### src/rtl/sha256_msg_schedule_if.sv
// Handshake and data bundle between the block source, the message schedule and the round engine.
interface sha256_msg_schedule_if #(
    parameter int unsigned BLOCK_SIZE = 512,
    parameter int unsigned WORD       = 32,
    parameter int unsigned IDX_W      = 6
);
    logic                  start;
    logic [BLOCK_SIZE-1:0] block;
    logic                  hold;
    logic                  ready;
    logic                  w_valid;
    logic [WORD-1:0]       w_t;
    logic [IDX_W-1:0]      t_idx;
    logic                  done;

    // Producer / consumer side: drives the block request and the stall.
    modport master (
        output start, block, hold,
        input  ready, w_valid, w_t, t_idx, done
    );

    // Schedule side.
    modport slave (
        input  start, block, hold,
        output ready, w_valid, w_t, t_idx, done
    );
endinterface

### src/rtl/sha256_msg_schedule.sv
// SHA-256 message schedule: expands one 512-bit block into W[0..63], one word per cycle,
// using a 16-word rolling window.
module sha256_msg_schedule #(
    parameter int unsigned BLOCK_SIZE = 512,
    parameter int unsigned WORD       = 32,
    parameter int unsigned ROUNDS     = 64
) (
    input  logic                  clk,
    input  logic                  reset,
    sha256_msg_schedule_if.slave  bus
);

    localparam int unsigned N_WIN = 16;
    localparam int unsigned IDX_W = $clog2(ROUNDS);
    localparam int unsigned LAST  = ROUNDS - 1;

    typedef enum logic [1:0] {
        IDLE = 2'd0,
        RUN  = 2'd1,
        FIN  = 2'd2
    } state_t;

    state_t             r_state;
    state_t             w_state_nxt;
    logic [WORD-1:0]    r_win [N_WIN];
    logic [IDX_W-1:0]   r_cnt;
    logic               r_ready;
    logic               r_w_valid;
    logic               r_done;
    logic               w_consume;
    logic               w_last;
    logic               w_accept;
    logic [WORD-1:0]    w_new;

    function automatic logic [WORD-1:0] rotr(input logic [WORD-1:0] x, input int unsigned n);
        rotr = (x >> n) | (x << (WORD - n));
    endfunction

    function automatic logic [WORD-1:0] sig0(input logic [WORD-1:0] x);
        sig0 = rotr(x, 7) ^ rotr(x, 18) ^ (x >> 3);
    endfunction

    function automatic logic [WORD-1:0] sig1(input logic [WORD-1:0] x);
        sig1 = rotr(x, 17) ^ rotr(x, 19) ^ (x >> 10);
    endfunction

    assign w_accept  = (r_state == IDLE) && bus.start;
    assign w_consume = (r_state == RUN) && !bus.hold;
    assign w_last    = (r_cnt == IDX_W'(LAST));
    // Next schedule word; all adds wrap at WORD bits.
    assign w_new     = sig1(r_win[14]) + r_win[9] + sig0(r_win[1]) + r_win[0];

    // Next-state decode.
    always_comb begin
        w_state_nxt = r_state;
        case (r_state)
            IDLE:    if (bus.start) w_state_nxt = RUN;
            RUN:     if (w_consume && w_last) w_state_nxt = FIN;
            FIN:     w_state_nxt = IDLE;
            default: w_state_nxt = IDLE;
        endcase
    end

    // State register and registered status flags derived from the next state.
    always_ff @(posedge clk or negedge reset) begin
        if (!reset) begin
            r_state   <= IDLE;
            r_ready   <= 1'b1;
            r_w_valid <= 1'b0;
            r_done    <= 1'b0;
        end else begin
            r_state   <= w_state_nxt;
            r_ready   <= (w_state_nxt == IDLE);
            r_w_valid <= (w_state_nxt == RUN);
            r_done    <= (w_state_nxt == FIN);
        end
    end

    // Window load on accept, shift-and-extend on each consumed word; counter saturates at the last round.
    always_ff @(posedge clk or negedge reset) begin
        if (!reset) begin
            for (int unsigned i = 0; i < N_WIN; i++) r_win[i] <= '0;
            r_cnt <= '0;
        end else if (w_accept) begin
            for (int unsigned i = 0; i < N_WIN; i++) begin
                r_win[i] <= bus.block[BLOCK_SIZE-1-i*WORD -: WORD];
            end
            r_cnt <= '0;
        end else if (w_consume) begin
            for (int unsigned i = 0; i < N_WIN - 1; i++) r_win[i] <= r_win[i+1];
            r_win[N_WIN-1] <= w_new;
            if (!w_last) r_cnt <= r_cnt + IDX_W'(1);
        end
    end

    assign bus.ready   = r_ready;
    assign bus.w_valid = r_w_valid;
    assign bus.done    = r_done;
    assign bus.w_t     = r_win[0];
    assign bus.t_idx   = r_cnt;

endmodule

### src/flat_wrapper.sv
// flat-port wrapper written by rule: the top's interface ports become plain ports
module sha256_msg_schedule_flat 
#(
    parameter int unsigned BLOCK_SIZE = 512,
    parameter int unsigned WORD       = 32,
    parameter int unsigned ROUNDS     = 64
)
  (clk, reset, bus_start, bus_block, bus_hold, bus_ready, bus_w_valid, bus_w_t, bus_t_idx, bus_done);
  sha256_msg_schedule_if #(.BLOCK_SIZE(BLOCK_SIZE), .WORD(WORD)) bus_i ();
  input  logic clk;
  input  logic reset;
  input wire logic [$bits(bus_i.start)-1:0] bus_start;
  input wire logic [$bits(bus_i.block)-1:0] bus_block;
  input wire logic [$bits(bus_i.hold)-1:0] bus_hold;
  output wire logic [$bits(bus_i.ready)-1:0] bus_ready;
  output wire logic [$bits(bus_i.w_valid)-1:0] bus_w_valid;
  output wire logic [$bits(bus_i.w_t)-1:0] bus_w_t;
  output wire logic [$bits(bus_i.t_idx)-1:0] bus_t_idx;
  output wire logic [$bits(bus_i.done)-1:0] bus_done;
  assign bus_i.start = bus_start;
  assign bus_i.block = bus_block;
  assign bus_i.hold = bus_hold;
  assign bus_ready = bus_i.ready;
  assign bus_w_valid = bus_i.w_valid;
  assign bus_w_t = bus_i.w_t;
  assign bus_t_idx = bus_i.t_idx;
  assign bus_done = bus_i.done;
  sha256_msg_schedule #(.BLOCK_SIZE(BLOCK_SIZE), .WORD(WORD), .ROUNDS(ROUNDS)) u_core (.clk(clk), .reset(reset), .bus(bus_i));
endmodule
### config.mk
export PLATFORM = sky130hd
export DESIGN_NAME = sha256_msg_schedule_flat
export DESIGN_NICKNAME = d
export VERILOG_FILES = /design/src/rtl/sha256_msg_schedule_if.sv /design/src/rtl/sha256_msg_schedule.sv /design/src/flat_wrapper.sv
export SDC_FILE = /design/constraint.sdc
export NUM_CORES = 2
export LEC_CHECK = 0
export CAP_MARGIN = 20
export CORE_MARGIN = 3
export CORE_UTILIZATION = 50
export DETAILED_ROUTE_END_ITERATION = 6
export GPL_ROUTABILITY_DRIVEN = 0
export GPL_TIMING_DRIVEN = 0
export PLACE_DENSITY = 0.78
export SLEW_MARGIN = 30
export SYNTH_ARGS = -nofsm -noshare
export SYNTH_HDL_FRONTEND = slang
export SYNTH_SLANG_ARGS = --single-unit
### constraint.sdc
create_clock -name clk -period 6.55 [get_ports clk]
set_input_delay 0.9825 -clock clk [delete_from_list [all_inputs] [get_ports clk]]
set_output_delay 0.9825 -clock clk [all_outputs]
set_load 0.02 [all_outputs]
==> impl_metrics.ini <==
[timing]
min_period_ns = 4.690
finalHoldViolations = 0
final.setup.worst_slack_ns = 1.860
setup_violations = 0
slew_headroom_pct = 37.91
max_freq_mhz = 213.2
skew_ns = 0.03022
fin_crit_sh_pct = 71.60
rsz0062_at_grt = no
worstMarginPinSlew_ns = 0.9279
holdWs_ns = 0.2766
slew_violations = 0

[routing]
drt_iter0_markers = 3575
wl_per_cell_um = 22.62
routed_wl_um = 109400
via_per_inst = 5.740
via_count = 27770
final_antenna_net_count = 0
drc = 0
drt-pass1-iter-count = 6

[yosys]
synth_edf_count = 0
async_flop_share_pct = 100.0
yosysUniqueCellTypes = 55
yosys_most_used_dff = dfrtp_1
syn-num-nets = 4037
synthCells = 3427
netlist_area_sq_um = 28110
ys_ff_latch = 523
synth_seq_area_share_pct = 46.56
yosys_warnings = 0
synth.avg_cell_area_sq_um = 8.203

[power]
powerDensity_nw_per_um2 = 594.2
leakagePower_nw = 16.02
irDropWorstVdd_mv = 0.7427

[cts]
cts_tree = built
postCtsSetupBuffers = 0
cts_htree_levels = 2
cts_hold_buf = 0
clockRootBuffer = clkbuf_16
insertion_delay_ns = 0.61
cts_buffers = 55
clk_pin_slew_ns = 0.06
cts.path.max_buffers = 3
cts-resized-gates = 0
cts_num_sinks = 523

[place]
place_area_sq_um = 34780
dp.cells = 4737
dp_hpwl_um = 87160
pre_cts_ws_ns = 1.995
portBuffers = 556

[global_routing]
antenna_found_initial = 6
grt_pass1_wl_um = 163200
grt_max_degree = 89
grt_overflow = 0
grt_pass1_vias = 27540
grt_usage_pct = 36.55

[layout]
area_growth_pct = 30.46
final_cells = 4838
final_util_pct = 66.31
finish.instance_area_sq_um = 36670
drive_gt1_share_pct = 6.091
layout.nets = 4656
fill_cells = 4599

[setup_path]
max_stage_delay_ns = 0.51
critPathCaptureType = register
crit_top_cell = fa_1
crit_required_ns = 6.99
cp_cell_sequence = clkbuf_1 -> xnor2_1 -> xnor2_1 -> fa_1 -> fa_1 -> ha_1 -> fa_1 -> a211oi_2 -> o211ai_1 -> a21o_1 -> o21ai_1 -> o22ai_1 -> nor4_1 -> a311oi_1
critPathLaunchType = register
path_class = register to register
critPathMaxFanout = 5
slowest_stage = fa_1
r2r_slack_ns = 1.86
crit_arrival_ns = 5.13

[floorplan]
rows = 86
die_area_sq_um = 59100
die_w_um = 243.1
core-area_sq_um = 55310
ioPinCount = 557
die_h_um = 243.1
start_util_pct = 50.83

[run]
cap_violations = 0

[worst_hold_path]
hold_path_class = input pin to asynchronous set/reset pin

[run_status]
status = finished clean
-- report_power, final --
group / switching, W / internal (W) / total, W / leakage [nW]
clock: 0.00133 / 0.00192 / 0.00325 / 0.930
sequential: 0.000629 / 0.00407 / 0.00470 / 5.38
combinational: 0.00868 / 0.00516 / 0.0138 / 9.71
total: 0.0106 / 0.0112 / 0.0218 / 16.0
-- final timing paths --
path | start | end | cells past startpoint
worst max register to register | u_core.r_win[467] | u_core.r_win[27] | 14
worst min register to register | u_core.r_state[0] | u_core.bus.ready | 1
min in group clk | u_core.r_state[0] | u_core.bus.ready | 1
worst max-delay path | u_core.r_win[467] | u_core.r_win[27] | 14
worst min-delay path | reset | u_core.r_win[371] | 1
max in group asynchronous | reset | u_core.bus.ready | 5
-- cells by family (layout without fill, tap and decap cells) --
kind of cell | count (synthesis) | after routing | share of synthesized area, %
simple gates | 1578 | 1578 | 21.41
compound gates | 637 | 637 | 14.22
xor+xnor | 148 | 148 | 4.611
fa+ha+maj | 94 | 94 | 5.839
other cells | 0 | 2 | 0
mux | 5 | 5 | 0.1825
flops | 523 | 523 | 46.56
buf+inv | 442 | 1103 | 7.184
-- stage by stage --
step           setup TNS (ns)  power (W)
2_1_floorplan               0    0.01379
5_1_grt                     0    0.02319
4_1_cts                     0    0.02127
3_3_place_gp         -9661.61    0.01762
6_report                    0    0.02179
3_5_place_dp                0    0.01789
-- Yosys cell counts, types with 2 or more instances --
cell      instances  area [sq um]
buf_4            72         540.5
buf_1             3         11.26
a21oi_1          50         250.2
nand2_1        1009          3787
nor2_1          526          1974
nor4_1            2         12.51
nand3_1           9         45.04
nor3b_1           2         15.01
o21ai_1          17         85.08
a21o_1            5         37.54
o22ai_1           5         31.28
and3_1            4         25.02
nand2b_1          4         25.02
a211oi_1          2         15.01
nor3_1            7         35.03
inv_1           127         476.7
o21ai_0          22         110.1
a22oi_1          13         97.59
and2_1            5         31.28
nand2_2           2         12.51
fa_1             62          1241
a211oi_2          2         25.02
o21a_1            5         37.54
o211ai_1          4         30.03
mux2i_1           4         40.04
dfrtp_1         522         13060
a221oi_1          4         35.03
nand4_1           5         31.28
buf_2            72         360.4
xor2_1           29         254.0
clkbuf_1        168         630.6
a311oi_1          2         17.52
xnor2_1         119          1042
ha_1             32         400.4
a31oi_1         491          3072
-- layout make-up --
cell class / count / area [sq um] / share of cell area [%]
flip-flops and latches: 523 / 13090 / 35.69
multi-input cells: 2462 / 13000 / 35.46
plain buffers: 315 / 1543 / 4.207
clock buffers: 82 / 1638 / 4.466
diodes: 2 / 5.005 / 0.01365
well taps: 748 / 935.9 / 2.552
clock inverters: 17 / 247.7 / 0.6755
repair buffers: 562 / 5736 / 15.64
inverters: 127 / 476.7 / 1.300
-- flip-flops by register name (all words and copies together), names as in the netlist --
register / cells
u_core.bus.done: 1
u_core.bus.ready: 1
u_core.bus.t_idx: 6
u_core.bus.w_t: 32
u_core.bus.w_valid: 1
u_core.r_state: 2
u_core.r_win: 480
-- layout by cell type, fill, tap and decap left out, drive strengths merged, types with 4 or more instances in the layout --
cell type	count
nand2	1011
xnor2	119
and2	5
buf	154
clkbuf	250
a22oi	13
o211ai	5
xor2	29
a21oi	51
a21o	5
o21a	5
nand2b	4
nand3	9
a31oi	492
nand4	5
nor2	526
clkdlybuf4s50	555
o22ai	5
clkinv	12
mux2i	4
o21ai	40
inv	127
a211oi	4
fa	62
dfrtp	522
bufinv	5
nor3	7
a221oi	4
and3	4
ha	32
-- metal layers --
| layer | track usage [%] | vias up | share of wire (%) | wire (um) |
|---|---|---|---|---|
| met4 | 18.72 | 8 | 6.2 | 6801 |
| li1 | - | 12480 | - | - |
| met1 | 46.32 | 13110 | 36 | 39730 |
| met3 | 8.076 | 364 | 12 | 12760 |
| met2 | 59.19 | 1804 | 46 | 50090 |
| met5 | 0 | - | 0.052 | 57 |
-- critical path, delay by kind of cell (launching register included) --
family          cells  cell delay [ns]
fa+ha+maj           4             1.70
compound gates      6             1.42
xor+xnor            2             0.47
buf+inv             1             0.39
flops               1             0.32
simple gates        1             0.25
(Power assumes the default switching activity.)
